$ cat src/rtl/encoder4to2_en_n.sv
// encoder4to2_en_n
//
// Registered 4-to-2 encoder with active-low request lines and an active-low
// enable. A single active request is encoded to its 2-bit index. Several
// active requests are flagged on err. In strict mode (PRIORITY_MODE = 0) that
// case produces no encoding. In priority mode (PRIORITY_MODE = 1) the highest
// active index is encoded and valid is still asserted. Every output is
// registered, so inputs sampled at one rising edge appear right after it.
//
// Parameters:
//   PRIORITY_MODE  0 = strict one-hot, 1 = highest active index wins
//
// Ports:
//   clk    in   1  rising-edge clock
//   rst    in   1  synchronous reset, active-high, overrides everything
//   e      in   1  enable, active-low (0 = encoder enabled)
//   w      in   4  request lines, active-low (w[i] = 0 means request i active)
//   y      out  2  encoded index of the active request
//   valid  out  1  y holds a legitimate encoding
//   err    out  1  more than one request active while enabled

module encoder4to2_en_n #(
    parameter int unsigned PRIORITY_MODE = 0
) (
    input  logic       clk,
    input  logic       rst,
    input  logic       e,
    input  logic [3:0] w,
    output logic [1:0] y,
    output logic       valid,
    output logic       err
);

    // Active-high view of the request lines.
    logic [3:0] act;
    logic [2:0] act_count;
    logic       enabled;
    logic       none_active;
    logic       one_active;
    logic       multi_active;
    logic [1:0] onehot_idx;
    logic [1:0] prio_idx;

    logic [1:0] y_d;
    logic       valid_d;
    logic       err_d;

    logic [1:0] y_q;
    logic       valid_q;
    logic       err_q;

    assign act     = ~w;
    assign enabled = ~e;

    // Number of active requests; only its zero, one, many class matters.
    assign act_count = {2'b00, act[0]} + {2'b00, act[1]} +
                       {2'b00, act[2]} + {2'b00, act[3]};

    assign none_active  = (act_count == 3'd0);
    assign one_active   = (act_count == 3'd1);
    assign multi_active = (act_count >= 3'd2);

    // Index of the single active line. Used only when exactly one line is
    // active, so any other input pattern falls to the default.
    always_comb begin
        onehot_idx = 2'b00;
        unique case (act)
            4'b0001: onehot_idx = 2'd0;
            4'b0010: onehot_idx = 2'd1;
            4'b0100: onehot_idx = 2'd2;
            4'b1000: onehot_idx = 2'd3;
            default: onehot_idx = 2'b00;
        endcase
    end

    // Highest active index; bit 3 has the highest priority.
    always_comb begin
        prio_idx = 2'b00;
        if (act[3]) begin
            prio_idx = 2'd3;
        end else if (act[2]) begin
            prio_idx = 2'd2;
        end else if (act[1]) begin
            prio_idx = 2'd1;
        end else begin
            prio_idx = 2'd0;
        end
    end

    // Next-state outputs. Each edge fully recomputes from e and w, so no
    // state survives beyond the single output register stage.
    always_comb begin
        y_d     = 2'b00;
        valid_d = 1'b0;
        err_d   = 1'b0;
        if (enabled) begin
            if (one_active) begin
                y_d     = onehot_idx;
                valid_d = 1'b1;
            end else if (multi_active) begin
                err_d = 1'b1;
                if (PRIORITY_MODE != 0) begin
                    y_d     = prio_idx;
                    valid_d = 1'b1;
                end
            end else if (none_active) begin
                // Idle: nothing to encode, outputs remain at their defaults.
                y_d     = 2'b00;
                valid_d = 1'b0;
            end
        end
    end

    always_ff @(posedge clk) begin
        if (rst) begin
            y_q     <= 2'b00;
            valid_q <= 1'b0;
            err_q   <= 1'b0;
        end else begin
            y_q     <= y_d;
            valid_q <= valid_d;
            err_q   <= err_d;
        end
    end

    assign y     = y_q;
    assign valid = valid_q;
    assign err   = err_q;

endmodule

$ cat config.mk
export PLATFORM = sky130hd
export DESIGN_NAME = encoder4to2_en_n
export DESIGN_NICKNAME = d
export VERILOG_FILES = /design/src/rtl/encoder4to2_en_n.sv
export SDC_FILE = /design/constraint.sdc
export NUM_CORES = 1
export LEC_CHECK = 0
export ABC_AREA = 1
export CORE_AREA = 2 2 39 41
export CTS_BUF_LIST = sky130_fd_sc_hd__clkbuf_4 sky130_fd_sc_hd__clkbuf_8 sky130_fd_sc_hd__clkbuf_16
export CTS_CLUSTER_DIAMETER = 40
export DETAILED_ROUTE_END_ITERATION = 7
export DIE_AREA = 0 0 41 43
export SYNTH_ARGS = -nofsm -noshare
export SYNTH_HDL_FRONTEND = slang
export SYNTH_SLANG_ARGS = --single-unit
$ cat constraint.sdc
create_clock -name clk -period 1.99 [get_ports clk]
set_input_delay 0.4975 -clock clk [delete_from_list [all_inputs] [get_ports clk]]
set_output_delay 0.4975 -clock clk [all_outputs]
set_load 0.02 [all_outputs]
* Word level (Yosys, flattened, before mapping)
Index checks and enable logic that the tools add are counted.
** Storage, ports and cells
- Bits in registers :: 4
- Bits of input ports :: 7
- Output and inout port bits :: 4
- Logic and storage cells :: 19
** Cells by class
- Add/subtract/negate cells :: 3
- Order comparisons :: 1
- Eq/ne operators :: 4
- Muxes and demuxes :: 3
- Bitwise gates (word level) :: 2
- Reduce and logical (&&, ||, !) cells :: 3
** Operators with widths (number)
- $pmux 2 s3 :: 1
- $reduce_or 3->1 :: 2
- $eq 4x2->1 const B :: 1
- $eq 4x3->1 const B :: 1
- $eq 4x4->1 const B :: 1
- $not 4->4 :: 1
- $add 2x1->3 :: 1
- $add 3x1->3 :: 1
- $eq 3x1->1 const B :: 1
- $ge 3x2->1 const B :: 1
- $add 1x1->2 :: 1
- $mux 1 :: 2
- $reduce_or 2->1 :: 1
- $not 1->1 :: 1

* Depth between registers and ports, before layout
- Word-level depth :: 7
- Mapped depth :: 9
- Depth with buffers taken out :: 9

* Worst setup path after synthesis
OpenSTA, ideal clock, no wires.
- Kind :: input to register
- From :: input w[0]
- To :: register y_q[0] (netlist: y[0])
- Arrival :: 1.777 ns
- Data required time :: 1.924 ns
- Setup slack :: 0.147 ns
- Stages :: 8
- Buffers on the path :: 0
- Path through :: fa_1 inv_1 ha_1 inv_1 ha_1 inv_1 nand4_1 nor2_1
** On the way
- Word-level cells in the longest chain between the ends :: 7
- Elaborated cells on any way between the ends :: 11
** Ends and longest elaborated chain
- from (decl) :: line 28 : input logic [3:0] w,
- $not 4->4 (*) :: line 52 : assign act = ~w;
- $add 1x1->2 :: line 56 : assign act_count = {2'b00, act[0]} + {2'b00, act[1]} +
- $add 2x1->3 :: line 56
- $add 3x1->3 :: line 57 : {2'b00, act[2]} + {2'b00, act[3]};
- $eq 3x1->1 :: line 60 : assign one_active = (act_count == 3'd1);
- $not 1->1 (no line)
- $reduce_or 3->1 (no line)
- to (signal assigned) :: line 120 : y_q <= y_d;
- to (decl) :: line 48 : logic [1:0] y_q;
Mark *: on every way between the ends. The rest lies on a longest branch, timed or not.
A chain may end at the register's enable or synchronous reset.

* Worst setup path after layout
- From :: input w[1]
- To :: register y_q[0] (netlist: y[0])
Same word-level chain as after synthesis.

==> impl_metrics.env <==
export IMPL_status="complete, no violations"
export IMPL_slew_headroom=0.860
export IMPL_met3_wirelength_um=35
export IMPL_synthTopCellsByArea="dfxtp_1 29%, ha_1 23%, inv_1 15%"
export IMPL_dr_pass1_iters=4
export IMPL_crit_chain="dlygate4sd2_1 > fa_1 > inv_2 > ha_4 > inv_2 > ha_4 > inv_2 > nand4_1 > nor2_1"
export IMPL_holdWs_ns=0.826
export IMPL_crit_fanout=3
export IMPL_post_route_period_util=0.933
export IMPL_routedWlPerCell_um=6.76
export IMPL_root_buffer="clkbuf_4"
export IMPL_wl_met1_um=182
export IMPL_yosysWarnings=0
export IMPL_cap_violations=0
export IMPL_fmax_mhz=538
export IMPL_ant_nets=0
export IMPL_grt_pass1_vias=239
export IMPL_syn_instance_count=38
export IMPL_port_buffers=10
export IMPL_track_usage=0.0704
export IMPL_grt_overflow=0
export IMPL_power_leakage_nw=0.232
export IMPL_cts_tree="built"
export IMPL_place_inst=68
export IMPL_drcViolationCount=0
export IMPL_ys_seq_elements=4
export IMPL_crit_top_cell="inv_2"
export IMPL_top_layer="met4"
export IMPL_synth_area_leader_cell="dfxtp_1"
export IMPL_synth_area_um2=275
export IMPL_cp_end_kind="flop"
export IMPL_fin_nets=70
export IMPL_synth_top_area_frac=0.291
export IMPL_tns_ns=0
export IMPL_dr_wl_met2_um=252
export IMPL_grt_max_degree=4
export IMPL_final_hold_viol_count=0
export IMPL_grt_setup_unrepaired="no"
export IMPL_drive_gt1_frac=0.236
export IMPL_routed_wirelength_um=480
export IMPL_postSynthAreaPerCell_um2=7.24
export IMPL_worstSetupPathType="primary input to flop"
export IMPL_vias_per_cell=3.77
export IMPL_dieHeight_um=43
export IMPL_clk_pin_slew_worst_paths_ns=0.04
export IMPL_cp_slowest_stage_delay_ns=0.52
export IMPL_ys_seq_area_frac=0.291
export IMPL_area_delta_synth_final_pct=70.9
export IMPL_ir_drop_mv=0.117
export IMPL_gp_congestion=0.685
export IMPL_vias=268
export IMPL_numCtsBuffers=3
export IMPL_dieArea_um2=1760
export IMPL_post_dp_hpwl_um=404
export IMPL_p_per_area_nw_per_um2=570
export IMPL_synth_distinct_cells=9
export IMPL_final_cells=71
export IMPL_diodes=0
export IMPL_final_cell_area_um2=470
export IMPL_hold_buffers=0
export IMPL_start_util=0.199
export IMPL_syn_nets=51
export IMPL_cp_arrival_ns=2.03
export IMPL_min_period_ns=1.86
export IMPL_pin_count=11
export IMPL_clockBufferDepth=2
export IMPL_finalMaxSlewViolations=0
export IMPL_postCtsSetupRepairBufs=0
export IMPL_core_rowCount=14
export IMPL_htreeDepth=1
export IMPL_antenna_found_initial=0
export IMPL_cp_start_kind="primary input"
export IMPL_hold_class="primary input to flop"
export IMPL_setup_viol=0
export IMPL_place_area_um2=425
export IMPL_critPathRequiredTime_ns=2.16
export IMPL_tightest_slew_ns=0.209
export IMPL_cts_sinks=4
export IMPL_drt_first_iter_violations=2
export IMPL_finalPower_mw=0.268
export IMPL_die_x_um=41
export IMPL_cpMaxStageDelayCell="fa_1"
export IMPL_design_core_area_um2=1380
export IMPL_grt_pass1_wl_um=814
-- worst max-delay path: cells and delay by family --
family,cells,cell delay [ns]
and+or+nand+nor,2,0.25
adders and majority gates,3,0.86
buffers and inverters,4,0.42
-- what timing repair did --
action                                  4_1_cts  5_1_grt
endpoints found under the setup margin        4        4
hold endpoints to repair                      0        0
pin swaps                                     2        2
gates resized for setup                       4        6
-- path summary, 6_finish.rpt --
check	cells past startpoint	from	to	slack (ns)
setup / recovery	9	w[1]	y[0]$_SDFF_PP0_	0.13
hold / removal	5	w[3]	y[1]$_SDFF_PP0_	0.83
-- area by class of cell --
class,instances,area (µm²)
inverters,11,41.3
multi-input cells,23,179
flip-flops and latches,4,80.1
repair buffers,14,128
fillers,163,913
well taps,16,20.0
clock buffers,3,22.5
-- registers in the layout, summed over array words and instances (netlist names) --
name,count
valid,1
y,2
err,1
-- layer usage --
metal | track usage | up-vias
met5 | 0 | -
met4 | 0.0800 | 0
met3 | 0.0157 | 2
met2 | 0.103 | 9
met1 | 0.0710 | 113
li1 | - | 144
-- where the power goes --
part           internal, mW  total (mW)  leakage [nW]  switching [mW]
registers            0.0842      0.0849        0.0325        0.000721
logic                0.0446      0.0852         0.186          0.0406
clock network        0.0673      0.0980        0.0138          0.0308
-- cells by family (layout without fill, tap and decap cells) --
family / after synthesis / count (layout) / share of synthesized area
simple gates: 17 / 17 / 0.259
buf+inv: 11 / 28 / 0.150
fa+ha+maj: 6 / 6 / 0.300
flops: 4 / 4 / 0.291
-- Yosys cell counts, drive strengths merged --
master,count
inv,11
nor2,9
nand4,1
nand3,2
ha,5
fa,1
dfxtp,4
nand2,5
-- layout by cell type, fill, tap and decap left out --
master / synthesis / layout
clkdlybuf4s50_1: 0 / 7
clkdlybuf4s15_1: 0 / 1
nand4_1: 1 / 1
nand3_1: 2 / 2
dfxtp_1: 4 / 4
ha_1: 5 / 3
inv_1: 11 / 8
dlygate4sd2_1: 0 / 2
buf_4: 0 / 4
nor2_1: 8 / 8
inv_2: 0 / 3
ha_4: 0 / 2
clkbuf_4: 0 / 3
nand2_1: 5 / 5
fa_1: 1 / 1
nor2_2: 1 / 1
-- through the flow --
| step | utilization | worst slack, ns |
|---|---|---|
| global placement | 0.307 | -0.404 |
| floorplan | - | 0.147 |
| finish | 0.340 | 0.133 |
| global route | 0.340 | 0.00933 |
| CTS | 0.323 | 0.0238 |
| detailed placement | 0.307 | -0.423 |
(Power assumes the default switching activity.)
